File: config.mk
export PLATFORM = sky130hd
export DESIGN_NAME = freq_div_multi
export DESIGN_NICKNAME = d
export VERILOG_FILES = /design/src/rtl/freq_div_pkg.sv /design/src/rtl/freq_div_chan.sv /design/src/rtl/freq_div_multi.sv
export SDC_FILE = /design/constraint.sdc
export NUM_CORES = 1
export LEC_CHECK = 0
export BUFFER_PORTS_ARGS = -buffer_cell sky130_fd_sc_hd__buf_2
export CAP_MARGIN = 20
export CORE_MARGIN = 1.5
export CORE_UTILIZATION = 54
export DETAILED_ROUTE_END_ITERATION = 10
export PLACE_DENSITY = 0.71
export SYNTH_ARGS = -nofsm -noshare
export SYNTH_HDL_FRONTEND = slang
export SYNTH_SLANG_ARGS = --single-unit
File: constraint.sdc
create_clock -name clk_in -period 24.4 [get_ports clk_in]
set_clock_uncertainty 0.05 [all_clocks]
set_input_delay 4.88 -clock clk_in [delete_from_list [all_inputs] [get_ports clk_in]]
set_output_delay 4.88 -clock clk_in [all_outputs]
set_load 0.05 [all_outputs]
File: src/rtl/freq_div_pkg.sv
// freq_div_pkg: shared constants and helpers for the multi-channel
// clock divider.
//   DEF_DIV / DEF_HIGH : divisor and high time every channel holds after reset
//   calc_t / eff_t     : wide working types used by the saturation helper
//   saturate()         : maps a programmed (div, high) pair to its effective
//                        values: Peff = max(div,1), Heff = min(high,Peff)
package freq_div_pkg;

  localparam int DEF_DIV  = 4;
  localparam int DEF_HIGH = 2;

  // Wide enough for any practical counter width. Callers zero-extend into
  // this type and truncate back, so the helper stays width-independent.
  localparam int CALC_W = 64;

  typedef logic [CALC_W-1:0] calc_t;

  typedef struct packed {
    calc_t div;
    calc_t high;
  } eff_t;

  function automatic eff_t saturate(input calc_t div, input calc_t high);
    eff_t r;
    // A zero divisor behaves like 1: tick every cycle.
    r.div  = (div == '0) ? calc_t'(1) : div;
    // High time longer than the period means constantly high.
    r.high = (high > r.div) ? r.div : high;
    return r;
  endfunction

endpackage

File: src/rtl/freq_div_chan.sv
// freq_div_chan: one divider channel.
//   clk_in   : system clock, rising edge
//   rst      : asynchronous, active-high reset
//   en       : run enable; low holds the channel idle with outputs at 0
//   restart  : one-cycle phase restart, wins over en
//   load     : write strobe for this channel's shadow config
//   cfg_div  : new period in clk_in cycles
//   cfg_high : new high time in clk_in cycles
//   pending  : shadow written but not yet applied
//   clk_out  : registered divided clock
//   tick     : one-cycle pulse at the start of each period
// Active config only changes on a period boundary or while the channel is
// idle, so a running output never sees a partial period.
module freq_div_chan
  import freq_div_pkg::*;
#(
  parameter int WIDTH        = 16,
  parameter int DEFAULT_DIV  = DEF_DIV,
  parameter int DEFAULT_HIGH = DEF_HIGH
) (
  input  logic             clk_in,
  input  logic             rst,
  input  logic             en,
  input  logic             restart,
  input  logic             load,
  input  logic [WIDTH-1:0] cfg_div,
  input  logic [WIDTH-1:0] cfg_high,
  output logic             pending,
  output logic             clk_out,
  output logic             tick
);

  logic [WIDTH-1:0] cnt;
  logic [WIDTH-1:0] act_div;
  logic [WIDTH-1:0] act_high;
  logic [WIDTH-1:0] sh_div;
  logic [WIDTH-1:0] sh_high;
  logic [WIDTH-1:0] peff;
  logic [WIDTH-1:0] heff;
  eff_t             eff;
  logic             running;
  logic             last;
  logic             apply;
  logic             unused_hi;

  // NOTE: every signal written here is assigned on every path through the
  // block, so no latch can be inferred.
  always_comb begin
    eff  = saturate(calc_t'(act_div), calc_t'(act_high));
    peff = eff.div[WIDTH-1:0];
    heff = eff.high[WIDTH-1:0];
  end

  // Upper bits are zero by construction (inputs were zero-extended).
  assign unused_hi = ^{eff.div[CALC_W-1:WIDTH], eff.high[CALC_W-1:WIDTH]};

  assign running = en & ~restart;
  // cnt never exceeds peff-1, so equality marks the terminal count.
  assign last    = (cnt == peff - WIDTH'(1));
  // Idle channels take a pending shadow on the very next edge.
  assign apply   = pending & (~running | last);

  // NOTE: the config registers are reset along with the counter, so a reset
  // discards any programmed value and restores the defaults.
  always_ff @(posedge clk_in or posedge rst) begin
    if (rst) begin
      cnt      <= '0;
      clk_out  <= 1'b0;
      tick     <= 1'b0;
      pending  <= 1'b0;
      act_div  <= WIDTH'(DEFAULT_DIV);
      act_high <= WIDTH'(DEFAULT_HIGH);
      sh_div   <= WIDTH'(DEFAULT_DIV);
      sh_high  <= WIDTH'(DEFAULT_HIGH);
    end else begin
      // NOTE: non-blocking assignments make every register sample pre-edge
      // values; a load landing on a boundary edge therefore applies the old
      // shadow while capturing the new one.
      if (running) begin
        cnt     <= last ? '0 : cnt + WIDTH'(1);
        clk_out <= (cnt < heff);
        tick    <= (cnt == '0);
      end else begin
        cnt     <= '0;
        clk_out <= 1'b0;
        tick    <= 1'b0;
      end

      if (apply) begin
        act_div  <= sh_div;
        act_high <= sh_high;
      end

      if (load) begin
        sh_div  <= cfg_div;
        sh_high <= cfg_high;
        pending <= 1'b1;
      end else if (apply) begin
        pending <= 1'b0;
      end
    end
  end

endmodule

File: src/rtl/freq_div_multi.sv
// freq_div_multi: NCH independent runtime-programmable clock dividers.
//   clk_in      : system clock, rising edge
//   rst         : asynchronous, active-high reset
//   en          : per-channel run enable
//   restart     : per-channel one-cycle phase restart
//   cfg_load    : shadow config write strobe
//   cfg_ch      : channel addressed by cfg_load (values >= NCH are ignored)
//   cfg_div     : new period in clk_in cycles
//   cfg_high    : new high time in clk_in cycles
//   cfg_pending : per-channel shadow written, not yet applied
//   clk_out     : per-channel registered divided clock
//   tick        : per-channel one-cycle pulse at each period start
// All outputs come straight from channel registers.
module freq_div_multi
  import freq_div_pkg::*;
#(
  parameter  int NCH          = 4,
  parameter  int WIDTH        = 16,
  parameter  int DEFAULT_DIV  = DEF_DIV,
  parameter  int DEFAULT_HIGH = DEF_HIGH,
  localparam int CHW          = (NCH > 1) ? $clog2(NCH) : 1
) (
  input  logic             clk_in,
  input  logic             rst,
  input  logic [NCH-1:0]   en,
  input  logic [NCH-1:0]   restart,
  input  logic             cfg_load,
  input  logic [CHW-1:0]   cfg_ch,
  input  logic [WIDTH-1:0] cfg_div,
  input  logic [WIDTH-1:0] cfg_high,
  output logic [NCH-1:0]   cfg_pending,
  output logic [NCH-1:0]   clk_out,
  output logic [NCH-1:0]   tick
);

  for (genvar i = 0; i < NCH; i++) begin : g_ch
    logic load;

    // Exact match against the channel index: an out-of-range cfg_ch
    // selects no channel and the write is dropped.
    assign load = cfg_load && (int'(cfg_ch) == i);

    freq_div_chan #(
      .WIDTH       (WIDTH),
      .DEFAULT_DIV (DEFAULT_DIV),
      .DEFAULT_HIGH(DEFAULT_HIGH)
    ) u_chan (
      .clk_in  (clk_in),
      .rst     (rst),
      .en      (en[i]),
      .restart (restart[i]),
      .load    (load),
      .cfg_div (cfg_div),
      .cfg_high(cfg_high),
      .pending (cfg_pending[i]),
      .clk_out (clk_out[i]),
      .tick    (tick[i])
    );
  end

endmodule

# == Word level (Yosys, flattened, before mapping) ==
# Cells that the tools add are included.
# word_totals
latchBits,0
out_inout_bits,12
inputBits,45
rom_bits,0
memories,0
ff_bits,332
ram_bits,0
# op_classes
multipliers,0
n_bitwise,20
n_eq_ne,7
shifts,0
n_lt_le_gt_ge,8
div_mod_pow,0
n_reduce_logical,17
add_sub_neg,8
n_mux,32
# op_table
op,count
$gt 16x64->1,4
$mux 16,16
$logic_not 16->1,8
$add 16x1->16 const B,4
$eq 16x16->1,4
$lt 16x16->1,4
$sub 16x1->16 const B,4
$mux 1,16
$and 1x1->1,8
$not 1->1,8
$reduce_bool 2->1,4
$eq 2x2->1 const B,2
$logic_and 1x1->1,4
$or 1x1->1,4
$eq 2x1->1 const B,1
$logic_not 2->1,1

# == Longest topological paths before layout ==
# logic_depth
depth_word,8
mapped_depth,23
ltp_nobuf,20

# == Cells and area by module ==
# Synthesis repeated with hierarchy kept, for this count alone.
# unflattened
hier_cells,2486
hier_area_um2,23149.7
# by_module_without_submodules
module,area_per_inst_um2,instances,seq_area_each_um2,cells_each
freq_div_chan (g_ch[0].u_chan ...),5795.6,3,2082.0,624
freq_div_chan (g_ch[1].u_chan),5725.5,1,2082.0,610
freq_div_multi,37.5,1,0.0,4

# == Worst setup path before layout ==
# OpenSTA, ideal clock, no wires.
# synth_path
kind,in2reg
from,input port restart[3]
to,register g_ch[3].u_chan.act_div[0]
arrival_time_ns,6.102
slack_ns,18.123
path_stages,5
required_ns,24.225
cell_sequence,nand2b_1 -> and2_1 -> a41oi_1 -> buf_2 -> mux2_2
# synth_between
elab_chain_len,5
# synth_lines
element,line,source
from (decl),freq_div_multi.sv:26,"input logic [NCH-1:0] restart,"
$not 1->1,freq_div_chan.sv:57,assign running = en & ~restart;
$and 1x1->1,freq_div_chan.sv:57,
$not 1->1,freq_div_chan.sv:61,assign apply = pending & (~running | last);
$or 1x1->1,freq_div_chan.sv:61,
$and 1x1->1,freq_div_chan.sv:61,
to (signal assigned),freq_div_chan.sv:71,act_div <= WIDTH'(DEFAULT_DIV);
to (signal assigned),freq_div_chan.sv:90,act_div <= sh_div;
to (decl),freq_div_chan.sv:34,logic [WIDTH-1:0] act_div;
# Every way passes these cells.
# A chain may end at the register's enable or synchronous reset.

# == Worst setup path after layout ==
# layout_path
from,register g_ch[0].u_chan.pending
to,output port cfg_pending[0]
# layout_rtl
element,line,source
from (decl),freq_div_chan.sv:28,"output logic pending,"
from (signal assigned),freq_div_chan.sv:70,pending <= 1'b0;
from (signal assigned),freq_div_chan.sv:97,pending <= 1'b1;
from (signal assigned),freq_div_chan.sv:99,pending <= 1'b0;
to (decl),freq_div_multi.sv:31,"output logic [NCH-1:0] cfg_pending,"
# No word-level cell between the ends.

==> flow_summary.rst <==
.. list-table::
   :header-rows: 1

   * - Metric
     - Value
   * - Synth Register Bits
     - between 300 and 400
   * - Run status
     - finished clean
   * - Number of nets with antenna violations after detailed routing
     - 0
   * - Highest net fanout along the worst path
     - between 60 and 70
   * - Maximum clock path buffer count
     - 3
   * - Ports
     - 57
   * - Final Hold Viols
     - 0
   * - Share of the cycle needed by the critical path after routing
     - 27.7%
   * - GRT Resource Usage Total
     - 27.2%
   * - Vias per Instance
     - 6.16
   * - Number of warnings reported in the yosys synthesis log
     - 0
   * - Setup violators final
     - 0
   * - Post-synth top area cell
     - sky130_fd_sc_hd__dfrtp_1
   * - Number of violations reported at the end of detailed-routing iteration 0
     - 1044
   * - Std-Cell Core Area
     - approximately 37000 um^2
   * - Footprint of the multi-input gates
     - 11100 um^2
   * - Arrival time of data at the critical path endpoint
     - 1.82 ns
   * - Type of element capturing the critical path
     - output port
   * - Max Transition Viols Final
     - 0
   * - Critical setup path kind
     - register to output port
   * - Power per standard cell area
     - slightly above 90 nW/um^2
   * - Quantity of gates resized following cts
     - 0
   * - DIE AREA
     - 39000 um^2
   * - Setup TNS after final layout
     - 0 ns
   * - Area Growth Syn to Fin
     - 9.34%
   * - Hold buffers post-CTS
     - 0
   * - Fraction of the core area covered by cells at the end of the flow
     - 59.6%
   * - Max-cap violation count
     - 0
   * - Post-synth top area share
     - 38.8%
   * - Maximum clock frequency
     - 148 MHz
   * - Pin count of the biggest net entering global routing
     - 108
   * - Die outline height
     - 197 um
   * - DR pass1 iterations
     - 5
   * - Number of distinct library cells after synthesis
     - ~70
   * - CTS Root Buffer Type
     - sky130_fd_sc_hd__clkbuf_16
   * - Count leader, synth
     - sky130_fd_sc_hd__dfrtp_1
   * - FP Rows
     - 71
   * - Worst Setup Slack, final
     - roughly 18 ns
   * - HP Class
     - register to register
   * - Finished Layout Cells
     - between 2000 and 3000
   * - Number of buffers created by CTS
     - 37
   * - Final worst path period need
     - 6.75 ns
   * - Gpl congestion
     - 0.935
   * - Routed vias
     - 15431
   * - Global-route wire length before repair
     - 83500 um
   * - Vias in the first global route
     - 15426
   * - Reg2Reg Launch Point
     - g_ch[0].u_chan.act_div[11]
   * - Netlist area before placement
     - 20400 um^2
   * - Post-synthesis net count
     - roughly 2200
   * - Commonest register cell after synthesis
     - sky130_fd_sc_hd__dfrtp_1
   * - Post-synthesis instance total
     - 1984
   * - Count of inserted antenna diode cells
     - 0
   * - Number of inserted filler cells in the final layout
     - 3119
   * - Overall overflow remaining after global route
     - 0
   * - Pre-CTS worst setup slack
     - 17.61 ns
   * - Final layout net count
     - between 2000 and 2500
   * - Seq/Total Area, Yosys
     - 40.8%
   * - # clock sinks
     - 332
   * - Leading post-synthesis cells by instance count
     - sky130_fd_sc_hd__dfrtp_1, sky130_fd_sc_hd__mux2_2, sky130_fd_sc_hd__nand2_1
   * - Largest voltage drop on the vdd net
     - 0.0485 mV
   * - Sequential standard cell area
     - 8330 um^2
   * - Horizontal die dimension
     - 197 um
   * - Mean post-synth cell area
     - slightly above 10 um^2
   * - Worst path required time
     - 19.47 ns
   * - Fraction of final layout cells sized beyond drive strength 1
     - 19.1%
   * - Post-Place Cells
     - roughly 2400
   * - Remaining routing DRC violations
     - 0
   * - Share of synthesized flip-flops with an asynchronous set or reset
     - 100%
   * - Critical path launch point type
     - register
   * - Post-CTS Setup Repair Bufs
     - 0
   * - RSZ-0062 raised after global routing
     - false
   * - Antenna violations before repair
     - 1
   * - Depth of the CTS H-tree
     - 2
   * - Worst-Margin Slew
     - 1.03 ns
   * - Post-Route WL
     - between 50000 and 60000 um
   * - Insertion delay of the later-clocked pin in the worst-skew pair
     - 0.56 ns
   * - Clock slew at reported path FFs
     - ~0.06 ns
   * - First element of the critical path
     - g_ch[0].u_chan.pending
   * - Dominant cells by area after synthesis
     - sky130_fd_sc_hd__dfrtp_1, sky130_fd_sc_hd__mux2_2, sky130_fd_sc_hd__ha_1
   * - Wire length per cell
     - between 20 and 25 um
   * - Hold path startpoint
     - g_ch[2].u_chan.sh_div[2]
   * - Input/output buffers
     - 56
   * - TritonCTS clock tree
     - yes
   * - Detailed-placement wirelength estimate
     - between 30000 and 40000 um
   * - Relative slew slack
     - 31.1%
   * - Initial cell density of the core
     - 54.5%
   * - EDFF count, synth
     - 0
   * - Leakage component of the power
     - just over 10 nW
[flip-flops by register name, summed over array words and instances (netlist names)]
name and cells:
g_ch.u_chan.sh_div 64, g_ch.u_chan.cnt 64, g_ch.u_chan.sh_high 64, g_ch.u_chan.pending 4
g_ch.u_chan.tick 4, g_ch.u_chan.act_high 64, g_ch.u_chan.clk_out 4, g_ch.u_chan.act_div 64
[final timing paths]
path	to	slack [ns]	cells after the start
hold / removal	g_ch[2].u_chan.act_div[2]	0.44	2
min in group asynchronous	g_ch[1].u_chan.act_div[6]	4.40	2
setup reg to reg	g_ch[0].u_chan.clk_out	18.81	20
max in group asynchronous	g_ch[1].u_chan.sh_high[15]	18.51	3
hold reg to reg	g_ch[2].u_chan.act_div[2]	0.44	2
setup / recovery	cfg_pending[0]	17.65	2
[through the flow]
step	total power, mW	area, um^2	hold WS [ns]
after floorplan	1.30	20400	0.402
after global placement	1.44	20900	0.413
after detailed placement	1.47	21000	0.428
after CTS	2.06	22200	0.437
after global routing	2.18	22300	0.451
final	2.05	22300	0.435
[final cells by class]
class,instances,share of cell area (%)
clock buffers,55,5.00
clock inverters,11,0.640
inverters,105,1.80
multi-input cells,1409,49.9
flip-flops and latches,332,37.3
well taps,511,2.87
repair buffers,82,2.48
[cell families (layout without fill, tap and decap cells)]
logic type	Yosys count	in the layout	share of synthesized area, %
and+or+nand+nor	561	561	14.9
DFF	332	332	40.8
AOI/OAI and AO/OA	321	321	10.9
muxes	262	262	14.5
buffers and inverters	243	253	4.99
adders and majority gates	136	136	8.34
xor gates and xnor gates	129	129	5.54
[placed cells by master (no fill, tap or decap), types with 28 or more instances in the layout]
| master | count |
|---|---|
| sky130_fd_sc_hd__a21oi_1 | 39 |
| sky130_fd_sc_hd__or4_1 | 38 |
| sky130_fd_sc_hd__nand3_1 | 44 |
| sky130_fd_sc_hd__nor2_1 | 80 |
| sky130_fd_sc_hd__o22ai_1 | 65 |
| sky130_fd_sc_hd__xor2_1 | 51 |
| sky130_fd_sc_hd__clkbuf_16 | 39 |
| sky130_fd_sc_hd__o21ai_0 | 28 |
| sky130_fd_sc_hd__nand4_1 | 44 |
| sky130_fd_sc_hd__buf_2 | 57 |
| sky130_fd_sc_hd__inv_1 | 104 |
| sky130_fd_sc_hd__nand2_1 | 141 |
| sky130_fd_sc_hd__nor4_1 | 34 |
| sky130_fd_sc_hd__mux2_2 | 162 |
| sky130_fd_sc_hd__mux2i_1 | 70 |
| sky130_fd_sc_hd__dfrtp_1 | 315 |
| sky130_fd_sc_hd__a31oi_1 | 40 |
| sky130_fd_sc_hd__xnor2_1 | 78 |
| sky130_fd_sc_hd__ha_1 | 136 |
| sky130_fd_sc_hd__a21o_1 | 52 |
| sky130_fd_sc_hd__and3_1 | 38 |
| sky130_fd_sc_hd__o311ai_1 | 30 |
| sky130_fd_sc_hd__nor3_1 | 32 |
[critical path, stage by stage (launching register included)]
cell                      delay [ns]
sky130_fd_sc_hd__dfrtp_2        0.33
sky130_fd_sc_hd__buf_4          0.53
sky130_fd_sc_hd__buf_2          0.38
[layer usage]
| metal | routed length, um | vias to the layer above | share of wire, % | GRT usage (%) |
|---|---|---|---|---|
| met5 | 0 | - | 0 | 0 |
| met4 | 1930 | 0 | 3.8 | 10.9 |
| met3 | 2590 | 109 | 5.0 | 3.45 |
| met2 | 23900 | 408 | 47 | 43.8 |
| met1 | 22900 | 7726 | 45 | 37.2 |
| li1 | - | 7188 | - | - |
[power breakdown]
group	switching (mW)	internal (mW)	leakage, nW
Clock	0.229	0.348	0.615
Combinational	0.349	0.332	5.61
Sequential	0.130	0.661	4.03
Total	0.708	1.34	10.3
Note: power is estimated with default switching activity, not from simulation.
